[src/rtl/hit_time_buffer_pkg.sv]
`default_nettype none
// ============================================================================
//  Module   : hit_time_buffer_pkg
//  Purpose  : Shared layout of a hit-time word,
//             {ltc[31:0], sample index[1:0], sub-sample[PRECISION-1:0]}.
//             Used by the hit buffer and by the CFD time extractor.
//  Contents : field widths, field offset helpers, TBITS helper
//  Revision : 1.0  initial release
// ============================================================================
package hit_time_buffer_pkg;

  localparam int LTC_W   = 32;
  localparam int IDX_W   = 2;
  localparam int SUB_LSB = 0;

  // The sample index sits directly above the sub-sample bits.
  function automatic int idx_lsb(input int precision);
    return precision;
  endfunction

  // Offset of the LTC field, i.e. PRECISION+2.
  function automatic int ltc_lsb(input int precision);
    return precision + IDX_W;
  endfunction

  // Full hit-time width for a given sub-sample precision.
  function automatic int tbits(input int precision);
    return LTC_W + IDX_W + precision;
  endfunction

endpackage : hit_time_buffer_pkg
`default_nettype wire

[src/rtl/hit_time_buffer_sync_fifo.sv]
`default_nettype none
// ============================================================================
//  Module   : sync_fifo
//  Purpose  : Single-clock FIFO storage with a registered memory array and
//             separate read/write pointers. The read port is combinational
//             from the head entry, so the consumer can register it directly.
//  Ports    : clk, reset_n      clock, async active-low reset
//             i_wr_en/i_wr_data write request (ignored while full)
//             i_rd_en           pop the head entry (ignored while empty)
//             o_rd_data         head entry
//             o_empty           no entries stored
//  Revision : 1.0  initial release
// ============================================================================
module sync_fifo #(
  parameter int WIDTH      = 8,
  parameter int DEPTH_LOG2 = 4
) (
  input  logic             clk,
  input  logic             reset_n,
  input  logic             i_wr_en,
  input  logic [WIDTH-1:0] i_wr_data,
  input  logic             i_rd_en,
  output logic [WIDTH-1:0] o_rd_data,
  output logic             o_empty
);

  localparam int                    c_depth   = 2 ** DEPTH_LOG2;
  localparam logic [DEPTH_LOG2:0]   c_full    = (DEPTH_LOG2 + 1)'(c_depth);
  localparam logic [DEPTH_LOG2:0]   c_cnt_one = (DEPTH_LOG2 + 1)'(1);
  localparam logic [DEPTH_LOG2-1:0] c_ptr_one = DEPTH_LOG2'(1);

  logic [WIDTH-1:0]      r_mem [c_depth];
  logic [DEPTH_LOG2-1:0] r_wr_ptr;
  logic [DEPTH_LOG2-1:0] r_rd_ptr;
  logic [DEPTH_LOG2:0]   r_count;

  logic w_wr;
  logic w_rd;

  assign o_empty   = (r_count == '0);
  assign w_wr      = i_wr_en && (r_count != c_full);
  assign w_rd      = i_rd_en && !o_empty;
  assign o_rd_data = r_mem[r_rd_ptr];

  // Memory contents need no reset: the pointers define what is valid.
  always_ff @(posedge clk) begin
    if (w_wr) begin
      r_mem[r_wr_ptr] <= i_wr_data;
    end
  end

  always_ff @(posedge clk or negedge reset_n) begin
    if (!reset_n) begin
      r_wr_ptr <= '0;
      r_rd_ptr <= '0;
      r_count  <= '0;
    end else begin
      if (w_wr) r_wr_ptr <= r_wr_ptr + c_ptr_one;
      if (w_rd) r_rd_ptr <= r_rd_ptr + c_ptr_one;
      unique case ({w_wr, w_rd})
        2'b10:   r_count <= r_count + c_cnt_one;
        2'b01:   r_count <= r_count - c_cnt_one;
        default: r_count <= r_count;
      endcase
    end
  end

endmodule : sync_fifo
`default_nettype wire

[src/rtl/hit_time_buffer.sv]
`default_nettype none
// ============================================================================
//  Module   : hit_time_buffer
//  Purpose  : Buffers hit times from the CFD extractor. Applies an LTC
//             deadtime filter, stores accepted hits in a FIFO and presents
//             them through a first-word-fall-through output register.
//  Ports    : clk, reset_n      clock, async active-low reset
//             valid_in, t_in    incoming hit strobe and hit time
//             m_ready           downstream ready
//             clr               sync clear of counters and overflow flag
//             m_valid, m_data   head-of-buffer word
//             count             words held, including the output register
//             overflow          sticky: a hit was lost to a full buffer
//             n_dropped         saturating count of hits lost to full
//             n_deadtime        saturating count of deadtime rejects
//  Revision : 1.0  initial release
// ============================================================================
module hit_time_buffer
  import hit_time_buffer_pkg::*;
#(
  parameter int PRECISION  = 4,
  parameter int TBITS      = tbits(PRECISION),
  parameter int DEPTH_LOG2 = 4,
  parameter int DEADTIME   = 2
) (
  input  logic                  clk,
  input  logic                  reset_n,
  input  logic                  valid_in,
  input  logic [TBITS-1:0]      t_in,
  input  logic                  m_ready,
  input  logic                  clr,
  output logic                  m_valid,
  output logic [TBITS-1:0]      m_data,
  output logic [DEPTH_LOG2:0]   count,
  output logic                  overflow,
  output logic [15:0]           n_dropped,
  output logic [15:0]           n_deadtime
);

  localparam int                  c_ltc_lsb  = ltc_lsb(PRECISION);
  localparam logic [DEPTH_LOG2:0] c_full     = (DEPTH_LOG2 + 1)'(2 ** DEPTH_LOG2);
  localparam logic [DEPTH_LOG2:0] c_cnt_one  = (DEPTH_LOG2 + 1)'(1);
  localparam logic [LTC_W-1:0]    c_deadtime = LTC_W'(DEADTIME);

  logic                  r_armed;
  logic                  r_have_last;
  logic [LTC_W-1:0]      r_last_ltc;
  logic [DEPTH_LOG2:0]   r_count;
  logic                  r_m_valid;
  logic [TBITS-1:0]      r_m_data;
  logic                  r_overflow;
  logic [15:0]           r_n_dropped;
  logic [15:0]           r_n_deadtime;

  logic [LTC_W-1:0]      w_ltc;
  logic [LTC_W-1:0]      w_delta;
  logic                  w_dt_ok;
  logic                  w_hit;
  logic                  w_full;
  logic                  w_acc;
  logic                  w_drop;
  logic                  w_dt_rej;
  logic                  w_load;
  logic                  w_xfer;
  logic [TBITS-1:0]      w_fifo_data;
  logic                  w_fifo_empty;

  // Modular subtraction handles LTC wrap-around naturally.
  assign w_ltc    = t_in[TBITS-1:c_ltc_lsb];
  assign w_delta  = w_ltc - r_last_ltc;
  assign w_dt_ok  = !r_have_last || (DEADTIME == 0) || (w_delta >= c_deadtime);

  // r_armed masks the first edge after reset release.
  assign w_hit    = valid_in && r_armed;
  // Full uses the pre-edge count, so a same-edge read never frees a slot.
  assign w_full   = (r_count == c_full);
  assign w_dt_rej = w_hit && !w_dt_ok;
  assign w_drop   = w_hit && w_dt_ok && w_full;
  assign w_acc    = w_hit && w_dt_ok && !w_full;

  // Refill the output register whenever it is empty or being consumed.
  assign w_xfer   = r_m_valid && m_ready;
  assign w_load   = !w_fifo_empty && (!r_m_valid || m_ready);

  sync_fifo #(
    .WIDTH      (TBITS),
    .DEPTH_LOG2 (DEPTH_LOG2)
  ) u_fifo (
    .clk       (clk),
    .reset_n   (reset_n),
    .i_wr_en   (w_acc),
    .i_wr_data (t_in),
    .i_rd_en   (w_load),
    .o_rd_data (w_fifo_data),
    .o_empty   (w_fifo_empty)
  );

  always_ff @(posedge clk or negedge reset_n) begin
    if (!reset_n) begin
      r_armed      <= 1'b0;
      r_have_last  <= 1'b0;
      r_last_ltc   <= '0;
      r_count      <= '0;
      r_m_valid    <= 1'b0;
      r_m_data     <= '0;
      r_overflow   <= 1'b0;
      r_n_dropped  <= '0;
      r_n_deadtime <= '0;
    end else begin
      r_armed <= 1'b1;

      // Only accepted hits restart the deadtime window.
      if (w_acc) begin
        r_last_ltc  <= w_ltc;
        r_have_last <= 1'b1;
      end

      unique case ({w_acc, w_xfer})
        2'b10:   r_count <= r_count + c_cnt_one;
        2'b01:   r_count <= r_count - c_cnt_one;
        default: r_count <= r_count;
      endcase

      if (w_load) begin
        r_m_valid <= 1'b1;
        r_m_data  <= w_fifo_data;
      end else if (m_ready) begin
        r_m_valid <= 1'b0;
      end

      if (clr) begin
        r_overflow <= 1'b0;
      end else if (w_drop) begin
        r_overflow <= 1'b1;
      end

      if (clr) begin
        r_n_dropped <= '0;
      end else if (w_drop && (r_n_dropped != 16'hFFFF)) begin
        r_n_dropped <= r_n_dropped + 16'd1;
      end

      if (clr) begin
        r_n_deadtime <= '0;
      end else if (w_dt_rej && (r_n_deadtime != 16'hFFFF)) begin
        r_n_deadtime <= r_n_deadtime + 16'd1;
      end
    end
  end

  assign m_valid    = r_m_valid;
  assign m_data     = r_m_data;
  assign count      = r_count;
  assign overflow   = r_overflow;
  assign n_dropped  = r_n_dropped;
  assign n_deadtime = r_n_deadtime;

endmodule : hit_time_buffer
`default_nettype wire

[config.mk]
export PLATFORM = sky130hd
export DESIGN_NAME = hit_time_buffer
export DESIGN_NICKNAME = d
export VERILOG_FILES = /design/src/rtl/hit_time_buffer_pkg.sv /design/src/rtl/hit_time_buffer_sync_fifo.sv /design/src/rtl/hit_time_buffer.sv
export SDC_FILE = /design/constraint.sdc
export NUM_CORES = 1
export LEC_CHECK = 0
export ABC_CLOCK_PERIOD_IN_PS = 10110
export CAP_MARGIN = 10
export CORE_MARGIN = 2
export CORE_UTILIZATION = 58
export CTS_BUF_LIST = sky130_fd_sc_hd__clkbuf_2 sky130_fd_sc_hd__clkbuf_4 sky130_fd_sc_hd__clkbuf_8
export CTS_CLUSTER_DIAMETER = 150
export DETAILED_ROUTE_END_ITERATION = 16
export PLACE_DENSITY_LB_ADDON = 0.25
export SKIP_LAST_GASP = 1
export SYNTH_ARGS = -nofsm -noshare
export SYNTH_HDL_FRONTEND = slang
export SYNTH_SLANG_ARGS = --single-unit
[constraint.sdc]
create_clock -name clk -period 10.11 [get_ports clk]
set_input_delay 1.011 -clock clk [delete_from_list [all_inputs] [get_ports clk]]
set_output_delay 1.011 -clock clk [all_outputs]
set_load 0.005 [all_outputs]
-- Word-level counts from Yosys, hierarchy flattened
Memories as Yosys holds them, arrays and structs flattened. A register that Yosys moved wholly into a read port is not among the register bits.
Cells that the tools add are included.
Widths: inputs -> output; s select.
- muxes and demuxes: 12
- reductions and logical operators: 26
- equal/unequal tests: 8
- add/subtract/negate cells: 9
- magnitude comparators: 1
- operators with widths (cell ; number):
    $mux 16 ; 4
    $add 16x1->16 const B ; 2
    $ge 32x2->1 const B ; 1
    $ne 16x16->1 const B ; 2
    $sub 32x32->32 ; 1
    $pmux 5 s2 ; 2
    $reduce_bool 2->1 ; 6
    $logic_and 1x1->1 ; 11
    $add 5x1->5 const B ; 2
    $sub 5x1->5 const B ; 2
    $add 4x1->4 const B ; 2
    $logic_not 1->1 ; 6
    $mux 1 ; 6
    $eq 5x5->1 const B ; 1
    $logic_not 5->1 ; 1
    $ne 5x5->1 const B ; 1
    $eq 2x1->1 const B ; 2
    $eq 2x2->1 const B ; 2
    $logic_or 1x1->1 ; 2
- memories kept: 1
- bits in writable memories: 608
- register bits: 86
- word-level logic and storage cells: 68
- memory list (name ; words ; bits a word ; rd ports ; clocked after memory_dff ; write ports ; line ; source):
    u_fifo.r_mem ; 16 ; 38 ; 1 ; 1 ; 1 ; hit_time_buffer_sync_fifo.sv:32 ; logic [WIDTH-1:0] r_mem [c_depth];

-- Depth between registers and ports, before layout
Gate-level depths: netlist of run 1.
- depth in word-level cells: 8
- depth in mapped cells: 24

-- Modules after synthesis
Synthesis of run 1 repeated with hierarchy kept, for this count alone.
- cells, all modules: 1929
- area, all modules: 31321.3 um^2
- modules (own cells, without submodules) (module ; area each (um^2) ; instances ; sequential area each (um^2) ; cells each):
    sync_fifo ; 24198.2 ; 1 ; 18582.8 ; 1179
    hit_time_buffer ; 7123.1 ; 1 ; 2777.7 ; 750

-- Worst setup path before layout of run 1
OpenSTA, ideal clock, no wires.
- path type: input-to-reg
- start point: input t_in[6]
- end point: memory u_fifo.r_mem[3][0] (netlist bit) (enable)
- library setup time: 0.480 ns
- path buffers: 1
- data required time: 9.630 ns
- stages on the path: 14
- arrival time: 6.424 ns
- slack: 3.205 ns
- path through: inv_1 ha_1 fa_1 nor2b_1 o2111ai_1 a211oi_2 nor3_2 o41ai_1 xor2_1 a2111oi_4 nand4_2 clkbuf_1 nand3_1 nor3_1
- longest elaborated chain between the ends: 8
- RTL lines (what ; line ; source):
    start: declaration ; hit_time_buffer.sv:29 ; input logic [TBITS-1:0] t_in,
    $sub 32x32->32 ; hit_time_buffer.sv:70 ; assign w_delta = w_ltc - r_last_ltc;
    $ge 32x2->1 ; hit_time_buffer.sv:71 ; assign w_dt_ok = !r_have_last || (DEADTIME == 0) || (w_delta >= c_deadtime);
    $logic_or 1x1->1 ; hit_time_buffer.sv:71 ;
    $logic_and 1x1->1 (2 in a row) ; hit_time_buffer.sv:79 ; assign w_acc = w_hit && w_dt_ok && !w_full;
    $logic_and 1x1->1 ; hit_time_buffer_sync_fifo.sv:41 ; assign w_wr = i_wr_en && (r_count != c_full);
    $mux 1 ; hit_time_buffer_sync_fifo.sv:47 ; if (w_wr) begin
    $mux 1 (implied by the code) ; hit_time_buffer_sync_fifo.sv:48 ; r_mem[r_wr_ptr] <= i_wr_data;
    end: declaration ; hit_time_buffer_sync_fifo.sv:32 ;
Every way passes these cells.

-- Worst setup path in the final report of run 1
- start point: input t_in[6]
- end point: register u_fifo.r_count[4]
- longest elaborated chain between the ends: 8
- elaborated cells on any way between the ends: 10
- classes of those cells: add/sub (1); order compare (1); eq/ne (2); mux (1); reduce/logical (5)
- RTL lines (what ; line ; source):
    $sub 32x32->32 * ; hit_time_buffer.sv:70 ;
    $ge 32x2->1 * ; hit_time_buffer.sv:71 ;
    $logic_or 1x1->1 * ; hit_time_buffer.sv:71 ;
    $logic_and 1x1->1 * (2 in a row) ; hit_time_buffer.sv:79 ;
    $logic_and 1x1->1 * ; hit_time_buffer_sync_fifo.sv:41 ;
    $eq 2x1->1 or $eq 2x2->1 (tied branches) ; hit_time_buffer_sync_fifo.sv:60 ; unique case ({w_wr, w_rd})
    $pmux 5 s2 or $reduce_bool 2->1 (tied branches) ; - ;
    end signal: assignment ; hit_time_buffer_sync_fifo.sv:61 ; 2'b10: r_count <= r_count + c_cnt_one;
    end signal: assignment ; hit_time_buffer_sync_fifo.sv:62 ; 2'b01: r_count <= r_count - c_cnt_one;
    end signal: assignment ; hit_time_buffer_sync_fifo.sv:63 ; default: r_count <= r_count;
    end: declaration ; hit_time_buffer_sync_fifo.sv:35 ; logic [DEPTH_LOG2:0] r_count;
Mark *: on every way between the ends. The rest lies on a longest branch, timed or not.
A chain may end at the register's enable or synchronous reset.

==> out/summary.txt, run 1 <==
IO Pins: 120
Core area: 52600 um2
H-tree depth: 3
Via count: 16600
Worst Reg-to-Reg Cells: 21
Outcome: finished, final reports clean
Final period utilization: 69.6%
Synthesized area per cell: 18.3 um2
Worst Path Max Fanout: 44
Startpoint Class: input pin
CP max stage delay: 0.96 ns
Fmax: 142 MHz
Critical Path End Type: flip-flop
CP required: 10.75 ns
Placed cell area: 32900 um2
Die outline height: 235 um
RSZ-0062 raised after global routing: no
Largest net degree at the start of global routing: 121
Crit-path cells: clkdlybuf4s50_1, inv_1, ha_1, fa_1, nor2b_1, o2111ai_1, a211oi_2, nor3_2, o41ai_1, xor2_1, nor4_1, nand4_2, buf_4, nand2_1, ha_1, inv_1, fa_1, inv_1, a21o_1, a21oi_1, xnor2_1, nor2_1, xnor2_1
Share of cells above drive strength 1: 28.3%
Syn_nets: 1775
Final min period: 7.04 ns
Final-layout fill cell count: 3422
Most common cell in the netlist: edfxtp_1
Top delay family on crit path: simple AND/OR/NAND/NOR gates
Clock Tree Buf Depth: 3
Share of the synthesized area in the top cell type: 59.1%
Clk_lat worst skew: 0.73 ns
Seq cells post-synth: 732
Main synth FF type: edfxtp_1
Seq/Total Area, Yosys: 69.2%
Synth cell types: 77
Buf+Inv Stages, Crit Path: 5
WS Path Type: in2reg
PwrDens: 255 nW/um2
Remaining antenna violation count: 0
Final setup violating endpoints: 0
Reg2Reg Setup Slack: 4.12 ns
PostCTS Resize Cnt: 0
Max Slew Vio Count: 0
Clock transition at path regs: 0.06 ns
Post-synth EDFFs: 608
CTS tree: done
Transition time of the tightest slew-check pin: 1.25 ns
FF-to-FF Start: r_last_ltc[0]$_DFFE_PN0P_
CTS hold repair buffers: 0
Setup TNS: 0 ns
Row cnt: 84
Gpl congestion: 0.846
Worst Setup EP: u_fifo.r_count[4]$_DFFE_PN0P_
First-pass GRT wire length: 104000 um
WL final: 68000 um
Max rail drop VDD: 261 uV
Max_cap viols: 0
Critical path depth: 23
Area contributors post-synth: edfxtp_1, mux4_2, dfrtp_1, mux2_2, ha_1
Starting Density: 58.8%
Dpl cells: 2438
Slew margin rel.: 16.5%
CP Data Arrival Time: 7.68 ns
Final #Nets: 1957
HPWL Detailed: 37600 um
Final Hold Viols: 0
Wirelength per Cell: 25.7 um
Synth cell count leaders: edfxtp_1, mux4_2, dfrtp_1, nor2_1, nand2_1
Post-route cell area: 35400 um2
Cts bufs inserted: 113
DR pass1 iterations: 7
Residual DRC: 0
Vias in the first global route: 17200
P&R area growth vs syn: 14.8%
Slowest CP cell: clkdlybuf4s50_1
Synth warn: 0
Die Width: 235 um
Vias per cell: 6.26
Initial DRC Count: 1528
Total GRT Usage: 25.1%
Post-CTS setup buffer count: 0
Clock sinks: 732
Cells after Synth: 1683
Post-synth ARST share: 16.9%
Non-Filler Instances: 2651
Die area: 55100 um2
Total global routing overflow: 0
Clock Skew: 0.0362 ns
Setup crit start: t_in[6]
P_leak: 12.3 nW
Crit Reg-Reg Endpoint: u_fifo.r_count[4]$_DFFE_PN0P_
CTS Root Buffer Type: clkbuf_8
Synth area leader: edfxtp_1
Total Power: 9.03 mW
PortBufs: 119
Worst hold path type: in2async
Initial antenna violation count: 4
Synthesized cell area: 30900 um2
Most used cell, CP: inv_1
## area by class of cell
class	instances	area (um2)	share of cell area, %
antenna	1	2.50	0.00706
clock buffer	174	2110	5.95
clock inverter	38	390	1.10
inverter	52	195	0.551
multi-input combinational	821	9120	25.7
sequential	732	21400	60.3
tap	688	861	2.43
timing repair buffer	145	1400	3.94
## worst min path at each step
stage,start,endpoint,slack (ns),cells past startpoint
final,reset_n,m_data[9]$_DFFE_PN0P_,0.32,1
after global routing,reset_n,m_data[9]$_DFFE_PN0P_,0.35,1
after CTS,reset_n,m_data[9]$_DFFE_PN0P_,0.30,1
after detailed placement,r_have_last$_DFFE_PN0P_,r_have_last$_DFFE_PN0P_,0.46,1
after global placement,r_have_last$_DFFE_PN0P_,r_have_last$_DFFE_PN0P_,0.46,1
after floorplan,r_have_last$_DFFE_PN0P_,r_have_last$_DFFE_PN0P_,0.43,1
## flip-flops by register name, summed over array words and instances (netlist names)
name	cells
m_data	38
m_valid	1
r_last_ltc	32
u_fifo.r_count	5
count	5
n_dropped	16
r_have_last	1
u_fifo.r_wr_ptr	4
u_fifo.r_rd_ptr	4
overflow	1
r_armed	1
u_fifo.r_mem	608
n_deadtime	16
## where the power goes
group	internal (mW)	switching, mW	leakage [nW]
registers	3.57	0.273	7.00
logic	1.37	1.16	3.94
clock network	1.51	1.14	1.33
total	6.45	2.58	12.3
## layer usage
| layer | part of all wire [%] | vias to the layer above | global-route usage (%) |
|---|---|---|---|
| li1 | - | 7138 | - |
| met1 | 42 | 8689 | 35.9 |
| met5 | 0.016 | - | 0 |
| met2 | 49 | 673 | 40.1 |
| met4 | 2.1 | 2 | 8.25 |
| met3 | 6.8 | 106 | 4.17 |
## cell families after synthesis
kind of cell | synth area share, %
AOI/OAI and AO/OA | 3.59
muxes | 17.6
adders and majority gates | 2.06
and+or+nand+nor | 5.10
xor gates and xnor gates | 0.709
other | 0.0121
DFF | 69.2
buffers and inverters | 1.71
## through the flow
step / util (%) / setup WS (ns) / hold slack [ns]
global placement: 62.7 / 2.54 / 0.457
finish: 67.4 / 3.07 / 0.320
detailed placement: 62.7 / 2.37 / 0.459
global route: 67.4 / 2.63 / 0.349
CTS: 67.4 / 3.14 / 0.304
floorplan: - / 3.21 / 0.434
## cells in the final DEF, fill, tap and decap left out, types with 5 or more instances in the layout
cell type	instances
edfxtp_1	608
mux4_2	190
clkbuf_8	128
dfrtp_1	120
clkdlybuf4s50_1	117
nor2_1	60
nand2_1	59
mux2_2	58
inv_1	51
a21oi_1	46
ha_1	46
clkbuf_4	46
nand3_1	30
nor2b_1	27
mux2_4	27
buf_4	25
o21ai_0	21
nand4_1	20
and3_1	20
a21o_1	18
nor3_1	17
xnor2_1	13
clkinv_1	13
xor2_1	12
nor2_4	12
nand2b_1	11
clkinv_2	11
nor4_1	9
o21a_1	7
a31o_2	7
bufinv_16	7
a31oi_1	6
mux2_1	6
and2_1	5
o21bai_1	5
Note: power is estimated with default switching activity, not from simulation.
==> run 2, diff against run 1 <==
ABC_CLOCK_PERIOD_IN_PS = 6000   (was 10110)
CORE_UTILIZATION = 57   (was 58)
clock period = 6 ns   (was 10.11 ns; I/O delays follow)
==> out/summary.txt, run 2 (synthesis gave the netlist of run 1 again) <==
Slowest CP cell: clkdlybuf4s50_1
Clock sinks: 732
P_leak: 12.4 nW
Starting Density: 57.5%
Worst Path Max Fanout: 4
Fmax: 189 MHz
Max rail drop VDD: 290 uV
Row cnt: 85
H-tree depth: 3
Die Width: 237 um
Hold slack: 0.481 ns
Slew margin rel.: 31.0%
Initial antenna violation count: 0
Max Slew Vio Count: 0
Largest net degree at the start of global routing: 91
Gpl congestion: 0.831
Max_cap viols: 0
DR pass1 iterations: 5
Top delay family on crit path: simple AND/OR/NAND/NOR gates
Die outline height: 237 um
CTS Root Buffer Type: clkbuf_8
Reg2Reg Setup Slack: 1.07 ns
Ant. Diodes: 0
Final #Nets: 1991
Worst hold path type: reg2reg
Vias per cell: 6.16
PortBufs: 119
Via count: 16600
Wirelength per Cell: 25.6 um
Final-layout fill cell count: 3477
CP max stage delay: 0.68 ns
Most used cell, CP: inv_1
Clock Tree Buf Depth: 3
IO Pins: 120
WL final: 68800 um
Crit-path cells: clkdlybuf4s50_1, inv_1, ha_1, fa_1, nor2b_1, o2111ai_1, a211oi_1, nor3_2, xnor2_1, or4_1, nor4_1, nand4_2, and3_2, inv_1, ha_1, inv_1, fa_1, inv_1, a21o_1, a21oi_1, xnor2_1, nor2_1, xor2_1
Final Hold Viols: 0
PwrDens: 421 nW/um2
Die area: 56000 um2
Share of cells above drive strength 1: 29.1%
Startpoint Class: input pin
CTS tree: done
Critical Path End Type: flip-flop
Final WS setup: 0.719 ns
Most common cell after layout, fill and taps aside: edfxtp_1
Final period utilization: 88.0%
Residual DRC: 0
Outcome: finished, final reports clean
PostCTS Resize Cnt: 0
Total global routing overflow: 0
Vias in the first global route: 17300
WS Path Type: in2reg
Initial DRC Count: 1471
Clock Skew: 0.0349 ns
First-pass GRT wire length: 105000 um
Final min period: 5.28 ns
P&R area growth vs syn: 15.8%
Setup TNS: 0 ns
Clock transition at path regs: 0.08 ns
CP required: 6.62 ns
Dpl ws: 0.114 ns
Max reg flops: 608
Cts bufs inserted: 113
Transition time of the tightest slew-check pin: 1.03 ns
Remaining antenna violation count: 0
Buf+Inv Stages, Crit Path: 5
Clk_lat worst skew: 0.70 ns
Core area: 53700 um2
CP Data Arrival Time: 5.90 ns
RSZ-0062 raised after global routing: no
HPWL Detailed: 39800 um
Reg with most FFs: u_fifo.r_mem
Most frequent cells in the layout: edfxtp_1, mux4_2, clkbuf_8
Total GRT Usage: 25.3%
Final setup violating endpoints: 0
==> run 2: area by class of cell <==
type | count | area [um2] | share of cell area [%]
flip-flops and latches | 732 | 21400 | 59.8
multi-input cells | 821 | 9120 | 25.5
clock buffers | 177 | 2150 | 6.02
repair buffers | 179 | 1850 | 5.17
well taps | 696 | 871 | 2.44
clock inverters | 31 | 196 | 0.549
inverters | 52 | 195 | 0.546
==> run 2: routing by layer <==
metal | vias to the layer above | GRT usage [%] | part of all wire [%]
met4 | 0 | 7.42 | 1.8
met2 | 560 | 41.7 | 50
li1 | 7196 | - | -
met1 | 8703 | 35.3 | 42
met5 | - | 0 | 0
met3 | 95 | 4.39 | 6.2
==> run 2: final timing paths <==
path / from / end / depth (start not counted)
max in group asynchronous: reset_n / u_fifo.r_rd_ptr[1]$_DFFE_PN0P_ / 3
worst max register to register: r_last_ltc[0]$_DFFE_PN0P_ / count[4]$_DFFE_PN0P_ / 21
worst min-delay path: r_have_last$_DFFE_PN0P_ / r_have_last$_DFFE_PN0P_ / 1
worst min register to register: r_have_last$_DFFE_PN0P_ / r_have_last$_DFFE_PN0P_ / 1
min in group asynchronous: reset_n / m_data[4]$_DFFE_PN0P_ / 2
worst max-delay path: t_in[6] / count[4]$_DFFE_PN0P_ / 23
==> run 2: per-stage QoR <==
step	area, um2	power (mW)	util (%)	instances
floorplan	30900	9.49	-	1683
global placement	33400	10.9	62.1	2478
detailed placement	33400	11.0	62.1	2478
CTS	35700	15.2	66.5	2687
global route	35800	15.8	66.6	2688
finish	35800	15.1	66.6	2688
==> run 2: repair_timing <==
| item | in CTS | in global routing |
|---|---|---|
| setup buffers | 0 | 0 |
| hold endpoints to repair | 68 | 0 |
| hold buffers | 1 | 0 |
==> run 2: power breakdown <==
| group | leakage [nW] | internal, mW | total [mW] | switching [mW] |
|---|---|---|---|---|
| sequential | 7.00 | 6.01 | 6.49 | 0.488 |
| combinational | 4.15 | 2.39 | 4.35 | 1.96 |
| clock | 1.24 | 2.36 | 4.22 | 1.87 |
==> run 2: worst register-to-register path, cell delays in order, from the launching register on <==
cell and delay [ns]:
dfrtp_1 0.39, ha_1 0.22, fa_1 0.41, nor2b_1 0.22, o2111ai_1 0.22, a211oi_1 0.37
nor3_2 0.07, xnor2_1 0.13, or4_1 0.53, nor4_1 0.35, nand4_2 0.20, and3_2 0.27
inv_1 0.05, ha_1 0.23, inv_1 0.10, fa_1 0.41, inv_1 0.07, a21o_1 0.10
a21oi_1 0.08, xnor2_1 0.13, nor2_1 0.11, xor2_1 0.17
==> patch, RTL diff (settings of run 1) <==
One comparison of `r_count` changes from == to >=.
--- a/src/rtl/hit_time_buffer.sv
+++ b/src/rtl/hit_time_buffer.sv
@@ -74,5 +74,5 @@
   assign w_hit    = valid_in && r_armed;
   // Full uses the pre-edge count, so a same-edge read never frees a slot.
-  assign w_full   = (r_count == c_full);
+  assign w_full   = (r_count >= c_full);
   assign w_dt_rej = w_hit && !w_dt_ok;
   assign w_drop   = w_hit && w_dt_ok && w_full;
Behaviour: no difference found for any inputs over 4 cycles, from zero or initial values and one cycle with reset_n low; that may be too few to reach the edited logic, so the function may still have changed.
==> patch against run 1 <==
- total power is 4.1% higher
- synthesized area is 1.1% higher
- final cell count rose by 4.2%
- worst setup slack better by 270 ps
- wire length rose by 7.6%
- design area up 0.50%
- sequential cell count unchanged
- maximum frequency is 4.0% higher
- global-route usage is 1.8 points higher
- largest cell class unchanged
- highest routed layer unchanged
==> patch: results (changes against run 1) <==
** Status
- The flow ran to the end, and the final reports show no timing, DRC or antenna violations.

** Worst setup path
- The maximum fanout along the worst path is 38 (-14%).
- Worst endpoint data arrival time :: 7080 ps (-600 ps)
- Minimum setup slack among reg-to-reg paths :: 4300 ps (+180 ps)
- In this run the worst setup path terminates at u_fifo.r_mem[6][22]$_DFFE_PP_.
- The path depth of the worst reg2reg path was 13 (-38%).
- Crit path launch :: t_in[11]

** Synth
- Share of synthesized area spent on multiplexers :: 16.0% (-1.6 points)
- Sorting the synthesized cells by area gives the leading types as sky130_fd_sc_hd__edfxtp_1 59%, sky130_fd_sc_hd__mux4_2 14%, sky130_fd_sc_hd__dfrtp_1 9.9%, sky130_fd_sc_hd__mux2_2 2.2%, sky130_fd_sc_hd__ha_1 1.8%.
- The synthesized-area fraction occupied by ao, oa, aoi and oai cells is 5.02% (+1.4 points).
- The number of nets in the synthesized netlist was 1881 (+6.0%).
- Most frequent cells after synthesis :: 608 x sky130_fd_sc_hd__edfxtp_1, 190 x sky130_fd_sc_hd__mux4_2, 124 x sky130_fd_sc_hd__dfrtp_1
- The adder-cell area share of the yosys netlist was 2.04% (-0.022 points).
- Fraction of post-synthesis cell area in the top cell type by area :: 58.5% (-0.63 points)
- Fraction of synthesized cell area in xor and xnor cells :: 0.814% (+0.10 points)
- Synthesized instance count :: 1789 (+6.3%)
- The sequential cell area fraction in the yosys report is 68.4% (-0.74 points).

** Power
- Reported leakage power :: 12.0 nW (-1.8%)
- The power consumed by the clock network was 2.46 mW (-7.5%).
- Sequential share of power :: 40.7% (-1.8 points)
- Proportion of total power due to net switching :: 31.5% (+3.0 points)

** Layout
- Core occupancy in the finished layout :: 66.6% (-0.86 points)
- The filler cell count in the final layout is 3536 (+3.3%).
- NumNets Final :: 2061 (+5.3%)
- Share of final-layout standard cells stronger than drive strength 1 :: 25.6% (-2.7 points)

** Drt
- The first-pass detailed-route iteration total came to 6 (-1).
- Via Count :: 17.4k (+5.0%)

** Placement
- Placed cell areas :: 0.0333 mm^2 (+1.1%)
- The worst-case setup slack after placement came to 2650 ps (+281 ps).
- HPWL Detailed :: 43400 um (+15%)
- The placer's final routability congestion estimate came to 0.946 (+12%).
- The number of cells after detailed placement came to 2551 (+4.6%).

** GRT
- Wire length of the first global-routing pass :: 111000 um (+6.5%)
- The overall track demand over capacity in global routing came to 26.9% (+1.8 points).
- The via count of the first global-routing pass came to 18.1k (+5.2%).
- Number of antenna violations at the first check in global routing :: 1 (-3)
- The largest net degree at the start of global routing was 71 (-41%).

** Timing
- Share of the cycle needed by the critical path after routing :: 66.9% (-2.7 points)
- The pin slew with the least headroom to its limit is 1160 ps (-90.9 ps).
- Hold slack :: 316 ps (-3.60 ps)

** CTS
- Clock latency of the later-clocked register in the worst-skew pair :: 710 ps (-20 ps)
## patch: cell types whose count changed after synthesis, moves of 9 or more
cell,run 1,this run
sky130_fd_sc_hd__a21o_1,18,9
sky130_fd_sc_hd__and3_1,21,12
sky130_fd_sc_hd__mux2_4,27,0
sky130_fd_sc_hd__nand3_1,30,54
sky130_fd_sc_hd__nor2b_1,30,20
sky130_fd_sc_hd__nor3_1,18,27
sky130_fd_sc_hd__o211ai_1,3,12
sky130_fd_sc_hd__o21ai_0,21,63
sky130_fd_sc_hd__or3_1,4,13
## patch: routing by layer
metal / vias up / track usage [%] / wire (um)
li1: 7570 / - / -
met1: 9071 / 37.6 / 30000
met2: 678 / 44.5 / 36900
met3: 114 / 3.69 / 4620
met4: 2 / 8.72 / 1770
met5: - / 0 / 13
## patch: area by class of cell
type	instances	share of cell area (%)
antenna	1	0.00703
clock buffer	167	5.57
clock inverter	44	0.892
inverter	55	0.580
multi-input combinational	913	26.4
sequential	732	60.0
tap	696	2.44
timing repair buffer	155	4.11
